$ cat src/rtl/lfsr_stream.sv
// -----------------------------------------------------------------------------
// lfsr_stream
//
// Parametrised Galois LFSR pseudo-random source presented as a valid/ready
// stream. Each accepted value (out_valid & out_ready) advances the LFSR once.
// A run-time seed can be loaded; an all-zero seed is replaced by DEFAULT_SEED
// and flagged. The block also measures the length of the orbit it is walking
// by counting transfers until the state returns to the value it started from.
//
// Parameters:
//   WIDTH        LFSR state width (3..32)
//   TAPS         Galois feedback mask; bit i set -> MSB is XORed into bit i
//   DEFAULT_SEED reset seed and replacement for an all-zero seed
//
// Ports:
//   clk          clock, rising edge
//   res          synchronous active-high reset
//   en           generator enable; allows a new value to be presented
//   seed_load    one-cycle strobe, loads seed_in (discards any transfer)
//   seed_in      seed value sampled with seed_load
//   out_valid    out_data holds an unconsumed value
//   out_ready    consumer accepts out_data when out_valid is high
//   out_data     current LFSR state
//   zero_seed    sticky: an all-zero seed was loaded and replaced
//   period_done  one-cycle pulse when the sequence returned to its start value
//   period_len   length of the last completed period (0 = none yet)
// -----------------------------------------------------------------------------
module lfsr_stream #(
    parameter int unsigned      WIDTH        = 8,
    parameter logic [WIDTH-1:0] TAPS         = 8'h1D,
    parameter logic [WIDTH-1:0] DEFAULT_SEED = 8'h01
) (
    input  logic             clk,
    input  logic             res,
    input  logic             en,
    input  logic             seed_load,
    input  logic [WIDTH-1:0] seed_in,
    output logic             out_valid,
    input  logic             out_ready,
    output logic [WIDTH-1:0] out_data,
    output logic             zero_seed,
    output logic             period_done,
    output logic [WIDTH-1:0] period_len
);

    // Parameter sanity: a Galois LFSR without the x^0 tap is not invertible
    // and can collapse to zero; a zero default seed would lock up.
    generate
        if (WIDTH < 3 || WIDTH > 32) begin : g_bad_width
            $error("lfsr_stream: WIDTH must be in 3..32");
        end
        if (TAPS[0] != 1'b1) begin : g_bad_taps
            $error("lfsr_stream: TAPS[0] must be 1");
        end
        if (DEFAULT_SEED == '0) begin : g_bad_seed
            $error("lfsr_stream: DEFAULT_SEED must be non-zero");
        end
    endgenerate

    // Galois step: shift left, fold the outgoing MSB back in through TAPS.
    function automatic logic [WIDTH-1:0] lfsr_next(input logic [WIDTH-1:0] s);
        return {s[WIDTH-2:0], 1'b0} ^ (s[WIDTH-1] ? TAPS : '0);
    endfunction

    logic [WIDTH-1:0] state_q,       state_d;
    logic [WIDTH-1:0] start_q,       start_d;
    logic [WIDTH-1:0] step_cnt_q,    step_cnt_d;
    logic [WIDTH-1:0] period_len_q,  period_len_d;
    logic             valid_q,       valid_d;
    logic             period_done_q, period_done_d;
    logic             zero_seed_q,   zero_seed_d;

    logic             xfer;
    logic [WIDTH-1:0] state_nxt;
    logic             seed_is_zero;

    assign xfer         = valid_q & out_ready;
    assign state_nxt    = lfsr_next(state_q);
    assign seed_is_zero = (seed_in == '0);

    always_comb begin
        state_d       = state_q;
        start_d       = start_q;
        step_cnt_d    = step_cnt_q;
        period_len_d  = period_len_q;
        valid_d       = valid_q;
        period_done_d = 1'b0;
        zero_seed_d   = zero_seed_q;

        if (seed_load) begin
            // A coincident transfer is dropped: the value counts as unconsumed
            // and the state is overwritten rather than advanced.
            state_d     = seed_is_zero ? DEFAULT_SEED : seed_in;
            start_d     = seed_is_zero ? DEFAULT_SEED : seed_in;
            step_cnt_d  = '0;
            valid_d     = 1'b0;
            zero_seed_d = zero_seed_q | seed_is_zero;
        end else if (xfer) begin
            state_d = state_nxt;
            valid_d = en;
            // step_cnt counts transfers since start; the wrapping transfer
            // is the (step_cnt+1)-th. Max period 2^WIDTH-1 fits in WIDTH bits.
            if (state_nxt == start_q) begin
                period_done_d = 1'b1;
                period_len_d  = step_cnt_q + WIDTH'(1);
                step_cnt_d    = '0;
            end else begin
                step_cnt_d = step_cnt_q + WIDTH'(1);
            end
        end else if (en) begin
            // Present the current state; once valid it holds until consumed.
            valid_d = 1'b1;
        end
    end

    always_ff @(posedge clk) begin
        if (res) begin
            state_q       <= DEFAULT_SEED;
            start_q       <= DEFAULT_SEED;
            step_cnt_q    <= '0;
            period_len_q  <= '0;
            valid_q       <= 1'b0;
            period_done_q <= 1'b0;
            zero_seed_q   <= 1'b0;
        end else begin
            state_q       <= state_d;
            start_q       <= start_d;
            step_cnt_q    <= step_cnt_d;
            period_len_q  <= period_len_d;
            valid_q       <= valid_d;
            period_done_q <= period_done_d;
            zero_seed_q   <= zero_seed_d;
        end
    end

    assign out_valid   = valid_q;
    assign out_data    = state_q;
    assign zero_seed   = zero_seed_q;
    assign period_done = period_done_q;
    assign period_len  = period_len_q;

endmodule
$ cat config.mk
export PLATFORM = sky130hd
export DESIGN_NAME = lfsr_stream
export DESIGN_NICKNAME = d
export VERILOG_FILES = /design/src/rtl/lfsr_stream.sv
export SDC_FILE = /design/constraint.sdc
export NUM_CORES = 1
export LEC_CHECK = 0
export CAP_MARGIN = 20
export CORE_MARGIN = 2
export CORE_UTILIZATION = 51
export DETAILED_ROUTE_END_ITERATION = 16
export PLACE_DENSITY = 0.79
export SLEW_MARGIN = 20
export SYNTH_ARGS = -nofsm -noshare
export SYNTH_HDL_FRONTEND = slang
export SYNTH_SLANG_ARGS = --single-unit
$ cat constraint.sdc
create_clock -name clk -period 3.1 [get_ports clk]
set_clock_uncertainty 0.15 [all_clocks]
set_input_delay 0.62 -clock clk [delete_from_list [all_inputs] [get_ports clk]]
set_output_delay 0.62 -clock clk [all_outputs]
set_load 0.05 [all_outputs]
Word-level counts from Yosys, hierarchy flattened
Index checks and enable logic that the tools add are counted.
{"block": "word_totals", "regBits": 35, "word_cells": 28}
{"block": "classes", "add_sub_neg": 1, "eq_ne": 1, "muxes": 8, "bitwise": 5, "n_reduce_logical": 6}
{"op": "2-to-1 mux 8 bit", "n": 4}
{"op": "adder 8 x 1 -> 8 bit (second input constant)", "n": 1}
{"op": "equality test 8 bit", "n": 1}
{"op": "logical NOT 8 bit", "n": 1}
{"op": "bitwise XOR 8 x 5 -> 8 bit", "n": 1}
{"op": "2-to-1 mux 5 bit", "n": 1}
{"op": "nonzero test 2 bit", "n": 2}
{"op": "2-to-1 mux 1 bit", "n": 3}
{"op": "AND reduction 3 bit", "n": 1}
{"op": "OR reduction 3 bit", "n": 1}
{"op": "inverter 1 bit", "n": 2}
{"op": "OR reduction 2 bit", "n": 1}
{"op": "bitwise AND 1 bit", "n": 1}
{"op": "bitwise OR 1 bit", "n": 1}

Longest topological paths before layout
Gate-level depths: netlist of the first run.
{"block": "depth", "word_depth": 4, "ltp_mapped": 7}

Least setup slack after synthesis of the first run
Ideal clock, no wire load.
{"block": "synth_timing", "kind": "flip-flop to flip-flop", "from": "register state_q[3], in the netlist out_data[3]", "to": "register period_len_q[0], in the netlist period_len[0]", "setup_time_ps": 121, "arrival_time_ps": 1943, "t_required_ps": 2829, "slack_ps": 886, "path_stages_with_launch": 6, "n_path_buf": 0, "synth_period_minus_slack_ps": 2214, "path_cell_list": "dfxtp_1 xor2_1 and3_2 o2111ai_4 nor3_4 mux2_4"}
{"block": "synth_between", "elab_chain_len": 3}
{"element": "from (decl)", "line_no": "65", "text": "logic [WIDTH-1:0] state_q, state_d;"}
{"element": "from (signal assigned)", "line_no": "126", "text": "state_q <= state_d;"}
{"element": "bitwise XOR 8 x 5 -> 8 bit", "line_no": "62", "text": "return {s[WIDTH-2:0], 1'b0} ^ (s[WIDTH-1] ? TAPS : '0);"}
{"element": "equality test 8 bit", "line_no": "103", "text": "if (state_nxt == start_q) begin"}
{"element": "AND reduction 3 bit (no source line)"}
{"element": "to (signal assigned)", "line_no": "129", "text": "period_len_q <= period_len_d;"}
{"element": "to (decl)", "line_no": "68", "text": "logic [WIDTH-1:0] period_len_q, period_len_d;"}
Every way passes these cells.
A chain may end at the register's enable or synchronous reset.

Worst setup path after layout of the first run
{"block": "layout_timing", "from": "register state_q[7], in the netlist out_data[7]", "to": "output port out_data[7]"}
{"element": "to (decl)", "line_no": "40", "text": "output logic [WIDTH-1:0] out_data,"}
No word-level cell between the ends.

==> results of run 1 <==
-- synthesized netlist by cell type, drive strengths merged (6+ instances only) --
library cell | n | area share
a21oi | 14 | 0.042
dfxtp | 35 | 0.42
o21ai | 8 | 0.024
nor2 | 17 | 0.038
a31oi | 7 | 0.026
xnor2 | 12 | 0.063
a211oi | 9 | 0.041
nor3 | 7 | 0.031
clkbuf | 6 | 0.014
mux2i | 6 | 0.036
nand2 | 24 | 0.056
-- cell families after synthesis --
family                   after synthesis
buffers and inverters                 13
AND/OR/NAND/NOR                       69
multiplexers                           7
AO/OA/AOI/OAI                         50
flip-flops                            35
adder cells (fa/ha/maj)                1
XOR/XNOR                              16
-- metal layers --
metal  GRT usage  up-vias
li1            -      741
met1      0.2840      688
met2      0.3978       66
met3     0.06513        9
met4     0.09006        0
met5           0        -
-- cell type report --
class | instances | area, um2
Fill cell | 273 | 1006
Timing Repair Buffer | 34 | 332.8
Multi-Input combinational cell | 143 | 899.6
Tap cell | 44 | 55.05
Clock buffer | 8 | 68.82
Inverter | 4 | 15.01
Sequential cell | 35 | 700.7
-- sequential cells by signal, summed over array words and instances, names as in the netlist --
name         count
out_data         8
step_cnt_q       8
start_q          8
zero_seed        1
period_len       8
out_valid        1
period_done      1
-- placed cells by master, fill, tap and decap left out, types with 5 or more instances in the layout --
| cell type | Yosys | layout |
|---|---|---|
| mux2i_1 | 6 | 6 |
| xnor2_1 | 12 | 12 |
| a31oi_1 | 7 | 7 |
| nor3_1 | 5 | 5 |
| a211oi_1 | 9 | 9 |
| nand2_1 | 23 | 23 |
| dfxtp_1 | 35 | 35 |
| clkbuf_4 | 0 | 5 |
| a21oi_1 | 14 | 14 |
| o21ai_0 | 7 | 7 |
| nor2_1 | 17 | 17 |
| clkdlybuf4s50_1 | 0 | 31 |
-- path summary, 6_finish.rpt --
kind                   end  depth (start not counted)
max            out_data[7]                          1
min             start_q[0]                          2
max reg2reg  period_len[0]                          5
min reg2reg     start_q[0]                          2
-- power groups by stage --
stage | clock (mW) | sequential, mW | combinational, mW
detailed placement | 0 | 0.488 | 0.145
finish | 0.280 | 0.478 | 0.145
floorplan | 0 | 0.508 | 0.0764
global route | 0.303 | 0.480 | 0.157
CTS | 0.284 | 0.478 | 0.145
global placement | 0 | 0.488 | 0.142
==> flow_summary.ini, run 1 <==
[outcome]
status = finished clean

[layout]
final_area_um2 = 2072
area_growth_pct = 24.98
drive_gt1_frac = 0.07143
post-route-util = 0.6732
layout.nets = 237
fin_cells = 268
antenna_cells = 0

[worst_setup_path]
crit_arrival_ps = 1800
path_max_fanout = 10
critical_path.startpoint = out_data[7]
crit_type = reg -> out
endpoint_kind = output port
startpoint_type = flop
reg2reg_slack_ps = 970
crit_family = buffers and inverters
crit_path_max_incr_delay_ps = 880
path_cells = clkdlybuf4s50_1
cp.required_ps = 2330
cp_slowest_cell = clkdlybuf4s50_1
r2r-start = out_data[1]
worst-path-buf-inv = 1

[clocking]
holdBufCountCts = 0
postCtsResizedCells = 0
numCtsBuffers = 5
clock_latency_ps = 340
clk_path_buf_depth = 2
clock-sinks = 35
cts_root_buffer = clkbuf_4
postCtsSetupBuffers = 0
clk_pin_slew_ps = 100
cts_tree = built
h-tree-depth = 2

[power_and_ir_drop]
cellPowerDensity_nw_per_um2 = 435.7
p_leak_nw = 0.7420
power_frac_comb = 0.161
p_int_mw = 0.6547
peakVddDrop_mv = 0.2458
switching_share = 0.2748
pwr-share-seq = 0.529
p_sw_mw = 0.2481
p_total_mw = 0.9028
p_clk_frac = 0.310

[yosys]
synth_xor_area_frac = 0.08453
yosysWarnings = 0
synth_mux_area_frac = 0.04528
ys_types = 42
synth_fa_ha_area_frac = 0.007547
syn-num-nets = 205
synth-edff-count = 0
yosys.area_share.simple = 0.2045
synth_compound_area_frac = 0.2008
synth_cells = 191
ys_seq_elements = 35
seq_area_frac_synth = 0.4226
synth_ff_type = dfxtp_1
synth_top_family_by_area = simple AND/OR/NAND/NOR gates
netlist_area_um2 = 1658
async_reset_ff_frac = 0
syn_area_per_cell_um2 = 8.680

[sta]
fin_crit_ps = 2573
finalSetupTns_ps = 0
rsz0062_at_grt = false
setup_slack_ps = 527.3
relSlewSlack = 0.5632
setup_viol = 0
fmaxAchievable_mhz = 388.7
worst_slew_pin_slew_ps = 650.2
hold_viol_final = 0
fin_crit_sh = 0.8299
slew_violations = 0
whs_ps = 327.8

[floorplan]
die_w_um = 61.02
start_util = 0.5386
die_height_um = 61.02
num_rows = 20
ios = 32
fp.dieArea_um2 = 3723
core_um2 = 3078

[detailed_routing]
drc = 0
postRouteAntennaNets = 0
drt-met1-wl_um = 1655
wl_per_cell_um = 14.32
vias = 1504
wl_met2_um = 1856
drtIter0Drc = 63
detail_route.vias_per_cell = 5.612
drt_first_pass_iters = 4
wl_um = 3839
top_layer = met4
route.met3.wl_um = 280

[global_route]
globalRouteTotalUtil = 0.2346
grt_pass1_wl_um = 6396
grt.overflow.total = 0
grt_pass1_vias = 1467
grt_max_degree = 19
antenna_found_initial = 0

[placement]
gp_congestion = 0.8848
port-buffer-count = 31
place_area_um2 = 2003
place_inst = 260
place_ws_ps = 638.7
dp_hpwl_um = 2840

[job]
cap_violations = 0

[min_path]
hold_class = reg -> reg
min_from = start_q[0]
Power figures use the tool's default switching activity.
==> run 2, diff against run 1 <==
- clock period: 3.1 -> 2.4 ns (I/O delays scaled with it)
==> flow_summary.ini, run 2 (synthesized netlist as in run 1, its figures left out) <==
[outcome]
status = finished clean

[layout]
antenna_cells = 0
fillerInstances = 264
drive_gt1_frac = 0.09607
area_growth_pct = 26.26
layout.nets = 242
layout_common_cells = 35 x dfxtp_1, 31 x clkdlybuf4s50_1, 23 x nand2_1, 17 x nor2_1, 14 x a21oi_1
final_common_cell = dfxtp_1

[worst_setup_path]
worst-r2r-cell-count = 5
cp.required_ps = 1770
endpoint_kind = output port
crit_type = reg -> out
path_max_fanout = 4
path_cells = clkdlybuf4s50_1
r2r-start = out_data[1]
crit_path_max_incr_delay_ps = 840
reg2reg_slack_ps = 410
crit_family = buffers and inverters
startpoint_type = flop
rr_endpoint = step_cnt_q[6]
cp_slowest_cell = clkdlybuf4s50_1
worst-path-buf-inv = 1
crit_arrival_ps = 1630

[detailed_routing]
detail_route.vias_per_cell = 5.454
drt_first_pass_iters = 4
postRouteAntennaNets = 0
wl_per_cell_um = 13.95
wl_um = 3807
drtIter0Drc = 81
vias = 1489
drc = 0

[clocking]
holdBufCountCts = 0
cts_root_buffer = clkbuf_4
postCtsSetupBuffers = 0
cts_tree = built
clock_latency_ps = 340
clock-sinks = 35
clk_path_buf_depth = 2
h-tree-depth = 2
postCtsResizedCells = 0
clk_pin_slew_ps = 110
numCtsBuffers = 5

[global_route]
grt.overflow.total = 0
grt_pass1_wl_um = 6099
globalRouteTotalUtil = 0.2256
antenna_found_initial = 0
grt_max_degree = 14
grt_pass1_vias = 1358

[sta]
fin_crit_sh = 0.9396
setup_slack_ps = 144.9
finalSetupTns_ps = 0
rsz0062_at_grt = false
worst_slew_pin_slew_ps = 577.7
fin_crit_ps = 2255
fmaxAchievable_mhz = 443.4
slew_violations = 0
hold_viol_final = 0
setup_viol = 0
relSlewSlack = 0.6119
whs_ps = 344.0

[placement]
place_ws_ps = 149.0
gp_congestion = 0.9009
port-buffer-count = 31
dp_hpwl_um = 2861

[job]
cap_violations = 0

[floorplan]
ios = 32
num_rows = 20
core_um2 = 3078
fp.dieArea_um2 = 3723
die_w_um = 61.02
start_util = 0.5386
die_height_um = 61.02

[min_path]
hold_end = start_q[5]
hold_path_depth = 2
min_from = start_q[5]
hold_class = reg -> reg

[power_and_ir_drop]
p_total_mw = 1.117
p_leak_nw = 0.7627
cellPowerDensity_nw_per_um2 = 533.8
peakVddDrop_mv = 0.3256
-- run 2: cell count changes in the layout (fill, tap and decap cells not counted) --
cell | before | now
clkbuf_8 | 2 | 0
clkbuf_1 | 1 | 0
buf_4 | 3 | 8
clkinv_2 | 0 | 3
-- run 2: worst min-delay path: cells and delay by family, from the launching register on --
kind / cells / cell delay, ps
compound gates: 1 / 60
flops: 1 / 330
simple gates: 1 / 70
-- run 2: how the worst max path moves through the flow --
| stage | from | endpoint | cells after the start |
|---|---|---|---|
| after floorplan | out_data[3] | period_len[0] | 5 |
| after global placement | seed_in[4] | start_q[0] | 6 |
| after detailed placement | seed_in[4] | start_q[0] | 6 |
| after CTS | out_data[1] | out_data[1] | 1 |
| after global routing | out_data[1] | out_data[1] | 1 |
| final | out_data[2] | out_data[2] | 1 |
-- run 2: layout make-up --
type                    count  area, um2  area share
clock buffers               5      37.54     0.01793
clock inverters             3      15.01    0.007173
inverters                   4      15.01    0.007173
multi-input cells         143      899.6      0.4298
flip-flops and latches     35      700.7      0.3347
well taps                  44      55.05     0.02630
repair buffers             39      370.4      0.1769
-- run 2: report_power, final --
group	internal (mW)	switching [mW]	total, mW
combinational	0.0794	0.114	0.193
clock	0.109	0.200	0.309
sequential	0.598	0.0170	0.615
-- run 2: stage by stage --
step | instances | util | area, um2
2_1_floorplan | 191 | - | 1658
3_3_place_gp | 265 | 0.6630 | 2041
3_5_place_dp | 265 | 0.6630 | 2041
4_1_cts | 273 | 0.6801 | 2093
5_1_grt | 273 | 0.6801 | 2093
6_report | 273 | 0.6801 | 2093
-- run 2: routing by layer --
| layer | wire [um] | global-route usage |
|---|---|---|
| met1 | 1686 | 0.2834 |
| met2 | 1895 | 0.3733 |
| met3 | 199 | 0.05042 |
| met4 | 25 | 0.09938 |
| met5 | 0 | 0 |
